--- config.mk ---
export PLATFORM = sky130hd
export DESIGN_NAME = instr_fetch_stage_flat
export DESIGN_NICKNAME = d
export VERILOG_FILES = /design/src/rtl/instr_fetch_stage_if.sv /design/src/rtl/instr_fetch_stage.sv /design/src/flat_wrapper.sv
export SDC_FILE = /design/constraint.sdc
export NUM_CORES = 1
export LEC_CHECK = 0
export BUFFER_PORTS_ARGS = -buffer_cell sky130_fd_sc_hd__buf_2
export CAP_MARGIN = 5
export CORE_MARGIN = 3
export CORE_UTILIZATION = 45
export CTS_CLUSTER_SIZE = 16
export DETAILED_ROUTE_END_ITERATION = 8
export MAX_ROUTING_LAYER = met4
export PLACE_DENSITY = 0.74
export SLEW_MARGIN = 20
export SYNTH_ARGS = -nofsm -noshare
export SYNTH_HDL_FRONTEND = slang
export SYNTH_SLANG_ARGS = --single-unit
--- constraint.sdc ---
create_clock -name clk -period 2.7 [get_ports clk]
set_input_delay 0.27 -clock clk [delete_from_list [all_inputs] [get_ports clk]]
set_output_delay 0.27 -clock clk [all_outputs]
set_load 0.03 [all_outputs]
--- src/rtl/instr_fetch_stage_if.sv ---
// Instruction-memory fetch port: request/address out, word/ready back.
// Memory is combinational-ready; there are no outstanding transactions.
interface instr_fetch_stage_if;
   logic        imem_req;
   logic [31:0] imem_addr;
   logic [31:0] imem_rdata;
   logic        imem_ready;

   modport master (
      output imem_req,
      output imem_addr,
      input  imem_rdata,
      input  imem_ready
   );

   modport slave (
      input  imem_req,
      input  imem_addr,
      output imem_rdata,
      output imem_ready
   );
endinterface

--- src/rtl/instr_fetch_stage.sv ---
// RV32I fetch stage and IF/ID pipeline register with stall, flush and PC redirect.
// Redirect beats stall for the PC; flush/redirect beats stall for IF/ID.
module instr_fetch_stage #(
   parameter logic [31:0] RESET_PC  = 32'h0000_0000,
   parameter logic [31:0] NOP_INSTR = 32'h0000_0013
) (
   input  logic                       clk,
   input  logic                       rst_n,
   input  logic                       stall_i,
   input  logic                       flush_i,
   input  logic                       pc_src_i,
   input  logic [31:0]                pc_target_i,
   instr_fetch_stage_if.master        imem,
   output logic [31:0]                instr_d_o,
   output logic [31:0]                pc_d_o,
   output logic [31:0]                pc_plus4_d_o,
   output logic                       valid_d_o
);

   localparam logic [31:0] AlignMask = 32'hFFFF_FFFC;

   logic [31:0] pc_f_q, pc_f_d;
   logic        req_en_q;
   logic [31:0] instr_q, instr_d;
   logic [31:0] pc_id_q, pc_id_d;
   logic [31:0] pc_plus4_q, pc_plus4_d;
   logic        valid_q, valid_d;
   logic [31:0] pc_f_plus4;
   logic        fetch_ok;

   assign imem.imem_req  = req_en_q;
   assign imem.imem_addr = pc_f_q;
   assign fetch_ok       = req_en_q & imem.imem_ready;
   assign pc_f_plus4     = pc_f_q + 32'd4;

   always_comb begin
      pc_f_d = pc_f_q;
      if (pc_src_i) begin
         pc_f_d = pc_target_i & AlignMask;
      end else if (stall_i) begin
         pc_f_d = pc_f_q;
      end else if (fetch_ok) begin
         pc_f_d = pc_f_plus4;
      end
   end

   // Bubbles keep the old PC fields; only instr/valid change.
   always_comb begin
      instr_d    = instr_q;
      pc_id_d    = pc_id_q;
      pc_plus4_d = pc_plus4_q;
      valid_d    = valid_q;
      if (flush_i || pc_src_i) begin
         instr_d = NOP_INSTR;
         valid_d = 1'b0;
      end else if (stall_i) begin
         valid_d = valid_q;
      end else if (fetch_ok) begin
         instr_d    = imem.imem_rdata;
         pc_id_d    = pc_f_q;
         pc_plus4_d = pc_f_plus4;
         valid_d    = 1'b1;
      end else begin
         instr_d = NOP_INSTR;
         valid_d = 1'b0;
      end
   end

   always_ff @(posedge clk) begin
      if (!rst_n) begin
         pc_f_q     <= RESET_PC & AlignMask;
         req_en_q   <= 1'b0;
         instr_q    <= NOP_INSTR;
         pc_id_q    <= 32'h0;
         pc_plus4_q <= 32'h0;
         valid_q    <= 1'b0;
      end else begin
         pc_f_q     <= pc_f_d;
         req_en_q   <= 1'b1;
         instr_q    <= instr_d;
         pc_id_q    <= pc_id_d;
         pc_plus4_q <= pc_plus4_d;
         valid_q    <= valid_d;
      end
   end

   assign instr_d_o    = instr_q;
   assign pc_d_o       = pc_id_q;
   assign pc_plus4_d_o = pc_plus4_q;
   assign valid_d_o    = valid_q;

endmodule

--- src/flat_wrapper.sv ---
// flat-port wrapper written by rule: the top's interface ports become plain ports
module instr_fetch_stage_flat 
#(
   parameter logic [31:0] RESET_PC  = 32'h0000_0000,
   parameter logic [31:0] NOP_INSTR = 32'h0000_0013
)
  (clk, rst_n, stall_i, flush_i, pc_src_i, pc_target_i, instr_d_o, pc_d_o, pc_plus4_d_o, valid_d_o, imem_imem_req, imem_imem_addr, imem_imem_rdata, imem_imem_ready);
  instr_fetch_stage_if imem_i ();
  input  logic clk;
  input  logic rst_n;
  input  logic stall_i;
  input  logic flush_i;
  input  logic pc_src_i;
  input  logic [31:0] pc_target_i;
  output logic [31:0] instr_d_o;
  output logic [31:0] pc_d_o;
  output logic [31:0] pc_plus4_d_o;
  output logic valid_d_o;
  output wire logic [$bits(imem_i.imem_req)-1:0] imem_imem_req;
  output wire logic [$bits(imem_i.imem_addr)-1:0] imem_imem_addr;
  input wire logic [$bits(imem_i.imem_rdata)-1:0] imem_imem_rdata;
  input wire logic [$bits(imem_i.imem_ready)-1:0] imem_imem_ready;
  assign imem_imem_req = imem_i.imem_req;
  assign imem_imem_addr = imem_i.imem_addr;
  assign imem_i.imem_rdata = imem_imem_rdata;
  assign imem_i.imem_ready = imem_imem_ready;
  instr_fetch_stage #(.RESET_PC(RESET_PC), .NOP_INSTR(NOP_INSTR)) u_core (.clk(clk), .rst_n(rst_n), .stall_i(stall_i), .flush_i(flush_i), .pc_src_i(pc_src_i), .pc_target_i(pc_target_i), .imem(imem_i), .instr_d_o(instr_d_o), .pc_d_o(pc_d_o), .pc_plus4_d_o(pc_plus4_d_o), .valid_d_o(valid_d_o));
endmodule
==> metrics.cfg <==
[worst_setup_path]
worstPathArrival_ns = 2.70
crit_path_end_kind = flip-flop
path_class = flip-flop to flip-flop
rrSetupSlack_ns = 0.32
rr_startpoint = u_core.imem.imem_addr[2]
start_kind = flip-flop
path_max_fanout = 13
worstPathRequired_ns = 3.02
r2r_cells = 5
reg2reg_to = u_core.imem.imem_addr[24]

[clocking]
cts_hold_buf = 0
clock_path_buffers = 2
clkTransAtPathRegs_ns = 0.06
post_cts_buffers = 0
insertion_delay_ns = 0.41
cts_tree = done
root_buffer = clkbuf_16
clkSinkCount = 124
numCtsBuffers = 17
cts_resized = 0
cts.htree.levels = 4

[grt]
grt_pass1_wl_um = 26300
grt_max_degree = 89
antenna_found_initial = 1
grt-ovfl-total = 0
grt_pass1_vias = 5173
grtUsageTotal = 0.252

[synthesis]
postSynth.asyncResetShare = 0
synth_cells = 664
synthesis.area_um2 = 5440
synth_area_per_cell_um2 = 8.20
yosysTopAreaCell = dfxtp_1
synth_warnings = 0
synth_area_leaders = dfxtp_1 46%, nand2_1 5.7%, o21ai_0 4.9%
synth_flop_cell = dfxtp_1
yosysSeqAreaShare = 0.456
ys_seq_elements = 124
synth_cell_types = 50
synth-edff-count = 0
yosysTopAreaCellShare = 0.456

[sta]
fmax_ghz = 0.420
final.setup_skew_ns = 0.00545
hold_viol_final = 0
report.final.setup_viol = 0
tns_ns = 0
rsz0062_at_grt = no
slew_viol_final = 0
worst_slew_pin_slew_ns = 0.706
fin_crit_sh = 0.882
period_minus_slack_ns = 2.38
maxSlewHeadroom = 0.529

[placement]
place.gp.congestion = 0.844
place.port_buffers = 191
dp_hpwl_um = 11400
place_area_um2 = 6390

[routing]
drt_first_pass_iters = 5
num_vias = 5612
ant_nets = 0
drt-vias-per-instance = 5.76
drt_iter0_markers = 428
drc = 0
avgRoutedWirePerCell_um = 17.1
wl_um = 16600

[final_layout]
nets = 888
fin_area_um2 = 7010
area_growth_pct = 28.8
drive_above_1_share = 0.299

[hold_path]
min_from = imem_imem_rdata[20]
hold_depth = 3
hold_path_end = u_core.instr_d_o[20]
hp-class = input pin to flip-flop

[status]
status = completed

[job]
maxCapViolCount = 0

[floorplan]
ios = 200
floorplan.die_area_um2 = 13500
fp.dieW_um = 116
start_util = 0.469
die_y_um = 116
rows = 39
core_region_area_um2 = 11600

[pwr]
comb_power_share = 0.088
clockPowerShare = 0.499
seqPwrFrac = 0.413
total_power_mw = 4.75
power_density_nw_per_um2 = 678
internal-power_mw = 3.53
switching_share = 0.258
irDropWorstVdd_mv = 0.395
p_sw_mw = 1.22
power.leakage_nw = 2.82

placed cells by master (no fill, tap or decap), types with 17 or more instances in the layout:
master	instances
a21oi_1	51
a22oi_1	29
a31oi_1	18
buf_2	191
clkbuf_16	17
dfxtp_1	124
nand2_1	83
nor2_1	51
o21ai_0	53
or3_1	18
xnor2_1	18
power groups by stage:
stage / combinational, mW / sequential (mW) / clock [mW]
floorplan: 0.214 / 2.05 / 0
global placement: 0.405 / 2.00 / 0
detailed placement: 0.413 / 2.00 / 0
CTS: 0.416 / 1.96 / 2.40
global route: 0.452 / 1.97 / 2.48
finish: 0.417 / 1.96 / 2.37
through the flow:
step	cells	utilization	setup WS [ns]	hold WS (ns)
6_report	974	0.604	0.317	0.0886
3_3_place_gp	941	0.550	0.470	0.438
4_1_cts	973	0.603	0.331	0.0800
2_1_floorplan	669	-	0.414	0.298
5_1_grt	974	0.604	0.220	0.0913
3_5_place_dp	941	0.550	0.398	0.444
sequential cells by signal, indices dropped and copies added (netlist names):
signal and count:
u_core.imem.imem_addr 30, u_core.pc_d_o 30, u_core.valid_d_o 1, u_core.instr_d_o 32, u_core.imem.imem_req 1, u_core.pc_plus4_d_o 30
routing by layer:
| layer | track usage | share of wire | vias to the layer above |
|---|---|---|---|
| met4 | 0.0735 | 0.014 | 0 |
| met3 | 0.0689 | 0.082 | 25 |
| met1 | 0.332 | 0.45 | 2628 |
| met2 | 0.379 | 0.46 | 257 |
| met5 | - | 0 | - |
| li1 | - | - | 2702 |
worst max path at each step:
stage	slack, ns	startpoint	end
3_3_place_gp	0.47	u_core.imem.imem_addr[2]	u_core.imem.imem_addr[30]
5_1_grt	0.22	u_core.imem.imem_addr[2]	u_core.imem.imem_addr[24]
4_1_cts	0.33	u_core.imem.imem_addr[2]	u_core.imem.imem_addr[24]
3_5_place_dp	0.40	stall_i	u_core.imem.imem_addr[31]
2_1_floorplan	0.41	u_core.imem.imem_addr[2]	u_core.imem.imem_addr[30]
6_report	0.32	u_core.imem.imem_addr[2]	u_core.imem.imem_addr[24]
cells in the mapped netlist, drive strengths merged (12+ instances only):
library cell and instances:
a21oi 51, nor3 14, nand3 12, nand4 15
clkbuf 52, nand2 83, xnor2 18, a22oi 29
or4 15, a211oi 12, nor4 14, dfxtp 124
or3 18, nor2 51, o21ai 53, a31oi 18
buf 25
logic make-up after synthesis:
logic type	synth area share
and+or+nand+nor	0.222
adders and majority gates	0.00230
buffers and inverters	0.0644
DFF	0.456
other	0.000689
xor gates and xnor gates	0.0386
AOI/OAI and AO/OA	0.215
muxes	0.00184
critical path, cell delays in order, from the launching register on:
cell,delay [ns]
dfxtp_1,0.48
ha_1,0.28
nand3_1,0.16
or3_1,0.58
or4_1,0.56
a31oi_1,0.23
cell type report:
type	instances	area (um2)
flip-flops and latches	124	2480
well taps	143	179
diodes	1	2.50
clock inverters	12	163
inverters	3	11.3
clock buffers	20	457
fillers	1035	4600
multi-input cells	465	2640
repair buffers	206	1080
(Power assumes the default switching activity.)
